<file path="src/rtl/viterbi_pkg.sv">
// Shared definitions for the Viterbi chain: encoder FSM states, default code
// parameters (also used by the decoder branch-metric unit) and a parity helper.
package viterbi_pkg;

  typedef enum logic [1:0] {
    IDLE  = 2'd0,
    DATA  = 2'd1,
    TAIL  = 2'd2,
    DRAIN = 2'd3
  } enc_state_t;

  localparam int VIT_K = 3;
  localparam int VIT_N = 2;
  // poly 0 = 111 in the low slice, poly 1 = 101 in the high slice
  localparam logic [VIT_N*VIT_K-1:0] VIT_G = {3'b101, 3'b111};

  // Widest window the parity helper covers; K must not exceed this.
  localparam int PARITY_W = 16;

  function automatic logic parity(input logic [PARITY_W-1:0] v);
    return ^v;
  endfunction

endpackage

</file>
<file path="src/rtl/conv_encoder_param.sv">
// Rate-1/N, constraint-length-K feed-forward convolutional encoder with
// optional zero-tail termination and a stallable output register.
module conv_encoder_param
  import viterbi_pkg::*;
#(
  parameter int              K         = VIT_K,
  parameter int              N         = VIT_N,
  parameter logic [N*K-1:0]  G         = VIT_G,
  parameter int              FRAME_LEN = 16,
  parameter int              TAIL_EN   = 1
) (
  input  logic         i_clk,
  input  logic         i_rst,
  input  logic         i_start,
  input  logic         i_valid,
  input  logic         i_data,
  output logic         o_ready,
  output logic [N-1:0] o_data,
  output logic         o_valid,
  input  logic         i_ready,
  output logic         o_last,
  output logic         o_busy
);

  localparam int CW = $clog2(FRAME_LEN + 1);
  localparam int TW = $clog2(K);

  enc_state_t      state_q, state_d;
  logic [K-2:0]    sr_q, sr_d;
  logic [CW-1:0]   cnt_q, cnt_d;
  logic [TW-1:0]   tcnt_q, tcnt_d;
  logic [N-1:0]    data_q, data_d;
  logic            valid_q, valid_d;
  logic            last_q, last_d;

  logic            can_out;
  logic            fire;
  logic            in_bit;
  logic            last_fire;
  logic            start_take;
  logic [K-1:0]    win;
  logic [N-1:0]    sym;

  // The output slot is free when empty or being emptied this cycle.
  assign can_out = !valid_q || i_ready;

  always_comb begin
    state_d    = state_q;
    cnt_d      = cnt_q;
    tcnt_d     = tcnt_q;
    fire       = 1'b0;
    in_bit     = 1'b0;
    last_fire  = 1'b0;
    start_take = 1'b0;
    case (state_q)
      IDLE: begin
        if (i_start) begin
          start_take = 1'b1;
          state_d    = DATA;
          cnt_d      = '0;
          tcnt_d     = '0;
        end
      end
      DATA: begin
        if (i_valid && can_out) begin
          fire   = 1'b1;
          in_bit = i_data;
          cnt_d  = cnt_q + CW'(1);
          if (cnt_q == CW'(FRAME_LEN - 1)) begin
            if (TAIL_EN != 0) begin
              state_d = TAIL;
            end else begin
              state_d   = DRAIN;
              last_fire = 1'b1;
            end
          end
        end
      end
      TAIL: begin
        // Tail bits are zeros injected internally; only backpressure gates them.
        if (can_out) begin
          fire   = 1'b1;
          tcnt_d = tcnt_q + TW'(1);
          if (tcnt_q == TW'(K - 2)) begin
            state_d   = DRAIN;
            last_fire = 1'b1;
          end
        end
      end
      DRAIN: begin
        if (valid_q && i_ready) begin
          state_d = IDLE;
        end
      end
      default: state_d = IDLE;
    endcase
  end

  assign win = {in_bit, sr_q};

  genvar gi;
  generate
    for (gi = 0; gi < N; gi++) begin : g_poly
      assign sym[gi] = parity(PARITY_W'(G[gi*K +: K] & win));
    end
  endgenerate

  always_comb begin
    sr_d    = sr_q;
    data_d  = data_q;
    valid_d = valid_q;
    last_d  = last_q;
    if (start_take) begin
      sr_d = '0;
    end else if (fire) begin
      sr_d = win[K-1:1];
    end
    if (fire) begin
      data_d  = sym;
      valid_d = 1'b1;
      last_d  = last_fire;
    end else if (valid_q && i_ready) begin
      valid_d = 1'b0;
      last_d  = 1'b0;
    end
  end

  always_ff @(posedge i_clk) begin
    if (i_rst) begin
      state_q <= IDLE;
      sr_q    <= '0;
      cnt_q   <= '0;
      tcnt_q  <= '0;
      data_q  <= '0;
      valid_q <= 1'b0;
      last_q  <= 1'b0;
    end else begin
      state_q <= state_d;
      sr_q    <= sr_d;
      cnt_q   <= cnt_d;
      tcnt_q  <= tcnt_d;
      data_q  <= data_d;
      valid_q <= valid_d;
      last_q  <= last_d;
    end
  end

  assign o_ready = (state_q == DATA) && can_out;
  assign o_data  = data_q;
  assign o_valid = valid_q;
  assign o_last  = last_q;
  assign o_busy  = (state_q != IDLE);

endmodule
</file>
<file path="config.mk">
export PLATFORM = sky130hd
export DESIGN_NAME = conv_encoder_param
export DESIGN_NICKNAME = d
export VERILOG_FILES = /design/src/rtl/viterbi_pkg.sv /design/src/rtl/conv_encoder_param.sv
export SDC_FILE = /design/constraint.sdc
export NUM_CORES = 1
export LEC_CHECK = 0
export CAP_MARGIN = 20
export CORE_UTILIZATION = 57
export CTS_CLUSTER_SIZE = 12
export DETAILED_ROUTE_END_ITERATION = 12
export PLACE_DENSITY_LB_ADDON = 0.2
export SYNTH_ARGS = -nofsm -noshare
export SYNTH_HDL_FRONTEND = slang
export SYNTH_SLANG_ARGS = --single-unit
</file>
<file path="constraint.sdc">
create_clock -name i_clk -period 3.9 [get_ports i_clk]
set_input_delay 0.78 -clock i_clk [delete_from_list [all_inputs] [get_ports i_clk]]
set_output_delay 0.78 -clock i_clk [all_outputs]
set_load 0.05 [all_outputs]
</file>
### Yosys cells after proc, flatten, opt, wreduce, memory -nomap -nowiden

Index checks and enable logic that the tools add are counted.

| word-level totals | value |
|---|---|
| RAM bits | 0 |
| bits in latches | 0 |
| ROM bits | 0 |
| word-level logic and storage cells | 62 |
| memories | 0 |
| register bits | 15 |
| output and inout port bits | 6 |
| bits of input ports | 6 |

| cells by class | value |
|---|---|
| add/subtract/negate cells | 2 |
| shifts and indexed selects | 0 |
| bitwise operators | 0 |
| multiplexer cells | 26 |
| multipliers | 0 |
| reduce and logical (&&, ||, !) cells | 16 |
| equality and inequality tests | 11 |
| $lt $le $gt $ge | 0 |
| divide/modulo/power cells | 0 |

Operator list:

| operator | number |
|---|---|
| parity 16 bit | 2 |
| 2-to-1 mux 2 bit | 8 |
| 2-to-1 mux 1 bit | 12 |
| inequality test 2 bit, second input constant | 6 |
| 2-to-1 mux 5 bit | 2 |
| one-hot mux 5 bit (2 select lines) | 1 |
| one-hot mux 2 bit (4 select lines) | 1 |
| nonzero test 2 bit | 4 |
| AND reduction 3 bit | 2 |
| AND reduction 6 bit | 1 |
| adder 5 x 1 -> 5 bit, second input constant | 1 |
| equality test 5 x 4 -> 1 bit, second input constant | 1 |
| equality test 2 x 1 -> 1 bit, second input constant | 2 |
| equality test 2 bit, second input constant | 2 |
| one-hot mux 2 bit (2 select lines) | 1 |
| logical AND 1 bit | 3 |
| adder 2 x 1 -> 2 bit, second input constant | 1 |
| logical NOT 2 bit | 1 |
| one-hot mux 1 bit (2 select lines) | 1 |
| OR reduction 2 bit | 1 |
| logical NOT 1 bit | 1 |
| logical OR 1 bit | 1 |

### Depth between registers and ports, before layout

| depth | value |
|---|---|
| depth in word-level cells | 6 |
| gate-level depth with buffers | 7 |
| mapped depth without buffers | 7 |

### Least setup slack after synthesis

OpenSTA, ideal clock, no wires.

| timing | value |
|---|---|
| kind | input to output |
| start | in i_ready |
| end | out o_ready |
| buffers on the path | 0 |
| required time | 3.120 ns |
| cell stages on the path | 2 |
| arrival | 1.343 ns |
| path slack | 1.777 ns |
| cell sequence | nand2b_4 -> and2_1 |

| on the way | value |
|---|---|
| cells in the longest elaborated chain, start to end | 2 |

RTL lines:

| what | line | source |
|---|---|---|
| from (decl) | conv_encoder_param.sv:20 | `input logic i_ready,` |
| logical OR 1 bit | conv_encoder_param.sv:45 | `assign can_out = !valid_q \|\| i_ready;` |
| logical AND 1 bit | conv_encoder_param.sv:148 | `assign o_ready = (state_q == DATA) && can_out;` |
| to (decl) | conv_encoder_param.sv:17 | `output logic o_ready,` |

Every way passes these cells.

### Worst setup path in the final report

Same ends and word-level chain as after synthesis.

==> flow_metrics.env <==
export IMPL_hold_path_class="reg2reg"
export IMPL_fillCellCount=131
export IMPL_cts_reportedPaths_clkPinSlew_ns=0.09
export IMPL_io_pins=12
export IMPL_areaGrowthSynthToFinish_pct=14.8
export IMPL_rsz0062_at_grt="false"
export IMPL_synth_commonest_cells="15 x dfxtp_1, 10 x a21oi_1, 8 x ha_1, 7 x inv_1, 6 x nor2_1"
export IMPL_setup_viol=0
export IMPL_holdWs_ns=0.465
export IMPL_dr_pass1_iters=4
export IMPL_worstPathCellList="clkdlybuf4s50_1 -> nand2b_4 -> and2_1 -> clkdlybuf4s50_1"
export IMPL_vias=806
export IMPL_wl_um=1880
export IMPL_worst_path_max_delay_cell="clkdlybuf4s50_1"
export IMPL_rows=14
export IMPL_grt_pass1_vias=783
export IMPL_die_area_mm2=0.00179
export IMPL_ir_drop_mv=0.492
export IMPL_final_util_pct=70.8
export IMPL_path_max_fanout=6
export IMPL_fin_crit_sh_pct=82.9
export IMPL_synth_edf_count=0
export IMPL_clk_latency_ns=0.28
export IMPL_grt_max_degree=17
export IMPL_arrival_ns=2.45
export IMPL_synth_area_leaders="dfxtp_1 32%, ha_1 11%, a21oi_1 5.4%, o31ai_1 3.2%, a2111oi_4 3.0%"
export IMPL_finalNetCount=130
export IMPL_crit_required_ns=3.12
export IMPL_status="completed"
export IMPL_stdcell_area_mm2=0.00107
export IMPL_timing_final_ws_setup_ns=0.668
export IMPL_syn_area_per_cell_um2=8.93
export IMPL_cts_root_buf="clkbuf_4"
export IMPL_hold_viol_final=0
export IMPL_syn_num_nets=118
export IMPL_yosysWarnings=0
export IMPL_powerDensity_mw_per_mm2=576
export IMPL_crit_top_cell="clkdlybuf4s50_1"
export IMPL_cts_resized=0
export IMPL_port_buffers=11
export IMPL_clockBufferDepth=2
export IMPL_htreeDepth=1
export IMPL_drtAntennaViolNets=0
export IMPL_async_flop_share_pct=0
export IMPL_dpl_cell_area_mm2=0.00104
export IMPL_grt_pass1_wl_um=3240
export IMPL_grt_usage_pct=23.9
export IMPL_slew_violations=0
export IMPL_routabilityCongestion=0.835
export IMPL_wl_per_cell_um=14.3
export IMPL_vias_per_cell=6.15
export IMPL_synth_cells=104
export IMPL_antenna_found_initial=0
export IMPL_startpoint_type="input port"
export IMPL_cpPeakStageDelay_ns=0.80
export IMPL_fmax_mhz=309
export IMPL_maxSlewHeadroom_pct=57.2
export IMPL_initial_utilization_pct=61.6
export IMPL_post_place_ws_ns=0.677
export IMPL_numCtsBuffers=3
export IMPL_fp_dieW_um=42.4
export IMPL_tns_ns=0
export IMPL_yosysTopAreaCell="dfxtp_1"
export IMPL_synth_top_cell_area_share_pct=32.3
export IMPL_critPathCaptureType="output port"
export IMPL_ys_flop_type="dfxtp_1"
export IMPL_final_layout_size_suffix_gt1_share_pct=11.3
export IMPL_synth_distinct_cells=40
export IMPL_postCtsHoldBufs=0
export IMPL_cts_setup_buffers=0
export IMPL_clock_skew_final_ns=0.00448
export IMPL_worstMarginPinSlew_ns=0.641
export IMPL_finalCriticalPeriod_ns=3.23
export IMPL_netlist_area_um2=928
export IMPL_yosysMostFrequentCell="dfxtp_1"
export IMPL_p_leak_nw=0.409
export IMPL_first_iter_violations=23
export IMPL_fp_dieH_um=42.4
export IMPL_synth_seq_cells=15
export IMPL_hpwl_um=1350
export IMPL_cts_sinks=15
export IMPL_diodes=0
export IMPL_maxCapViolations=0
export IMPL_core_area_mm2=0.00151
export IMPL_route_detailed_drc=0
export IMPL_cts_tree="yes"
export IMPL_yosysSeqAreaShare_pct=32.3
export IMPL_grt_ovfl_total=0
export IMPL_path_class="in2out"
==> cell families (layout without fill, tap and decap cells) <==
family                   count (synthesis)  count (layout)  share of synthesized area, %
AO/OA/AOI/OAI                           32              32                          26.6
adder cells (fa/ha/maj)                  8               8                          10.8
buffers and inverters                   11              22                          4.85
flip-flops                              15              15                          32.3
multiplexers                             1               1                          1.08
AND/OR/NAND/NOR                         37              37                          24.4
==> layout make-up <==
type                    instances  area [µm²]  area share (%)
inverters                       7        26.3            2.46
repair buffers                 11         110            10.3
well taps                      16        20.0            1.88
clock buffers                   4        26.3            2.46
flip-flops and latches         15         300            28.2
multi-input cells              78         583            54.7
==> critical path, delay by kind of cell <==
kind	cells	cell delay, ns
buffers and inverters	2	1.35
and+or+nand+nor	2	0.32
==> through the flow <==
stage / std cells / total power, W
5_1_grt: 131 / 0.000654
2_1_floorplan: 104 / 0.000443
4_1_cts: 131 / 0.000610
6_report: 131 / 0.000614
3_3_place_gp: 127 / 0.000514
3_5_place_dp: 127 / 0.000521
==> cells in the final DEF (no fill, tap or decap), types with 3 or more instances in the layout <==
master	instances
dfxtp_1	15
clkdlybuf4s50_1	11
a21oi_1	10
ha_1	8
inv_1	7
nor2_1	6
nand2_1	5
nand3_1	4
o31ai_1	4
nand2b_1	3
nor3_1	3
nand4_1	3
clkbuf_4	3
==> worst paths after layout <==
kind              start  slack [ns]  cells past startpoint         to
max             i_ready        0.67                      4    o_ready
min           o_data[1]        0.46                      2  o_data[1]
max reg2reg  state_q[1]        1.75                      6  o_data[0]
min reg2reg   o_data[1]        0.46                      2  o_data[1]
==> sequential cells by signal (all words and copies together), names as in the netlist <==
| register | cells |
|---|---|
| state_q | 2 |
| tcnt_q | 2 |
| o_data | 2 |
| o_last | 1 |
| cnt_q | 5 |
| o_valid | 1 |
| sr_q | 2 |
==> per-layer routing <==
metal,GRT usage [%],wire length [µm],vias to the layer above
li1,-,-,406
met1,28.0,908,383
met2,38.8,888,13
met3,7.76,54,4
met4,11.9,27,0
met5,0,0,-
==> report_power, final <==
part           internal, W  switching (W)  total [W]
logic             0.000123       0.000211   0.000335
clock network    0.0000397      0.0000517  0.0000914
registers         0.000169      0.0000186   0.000188
Power figures use the tool's default switching activity.
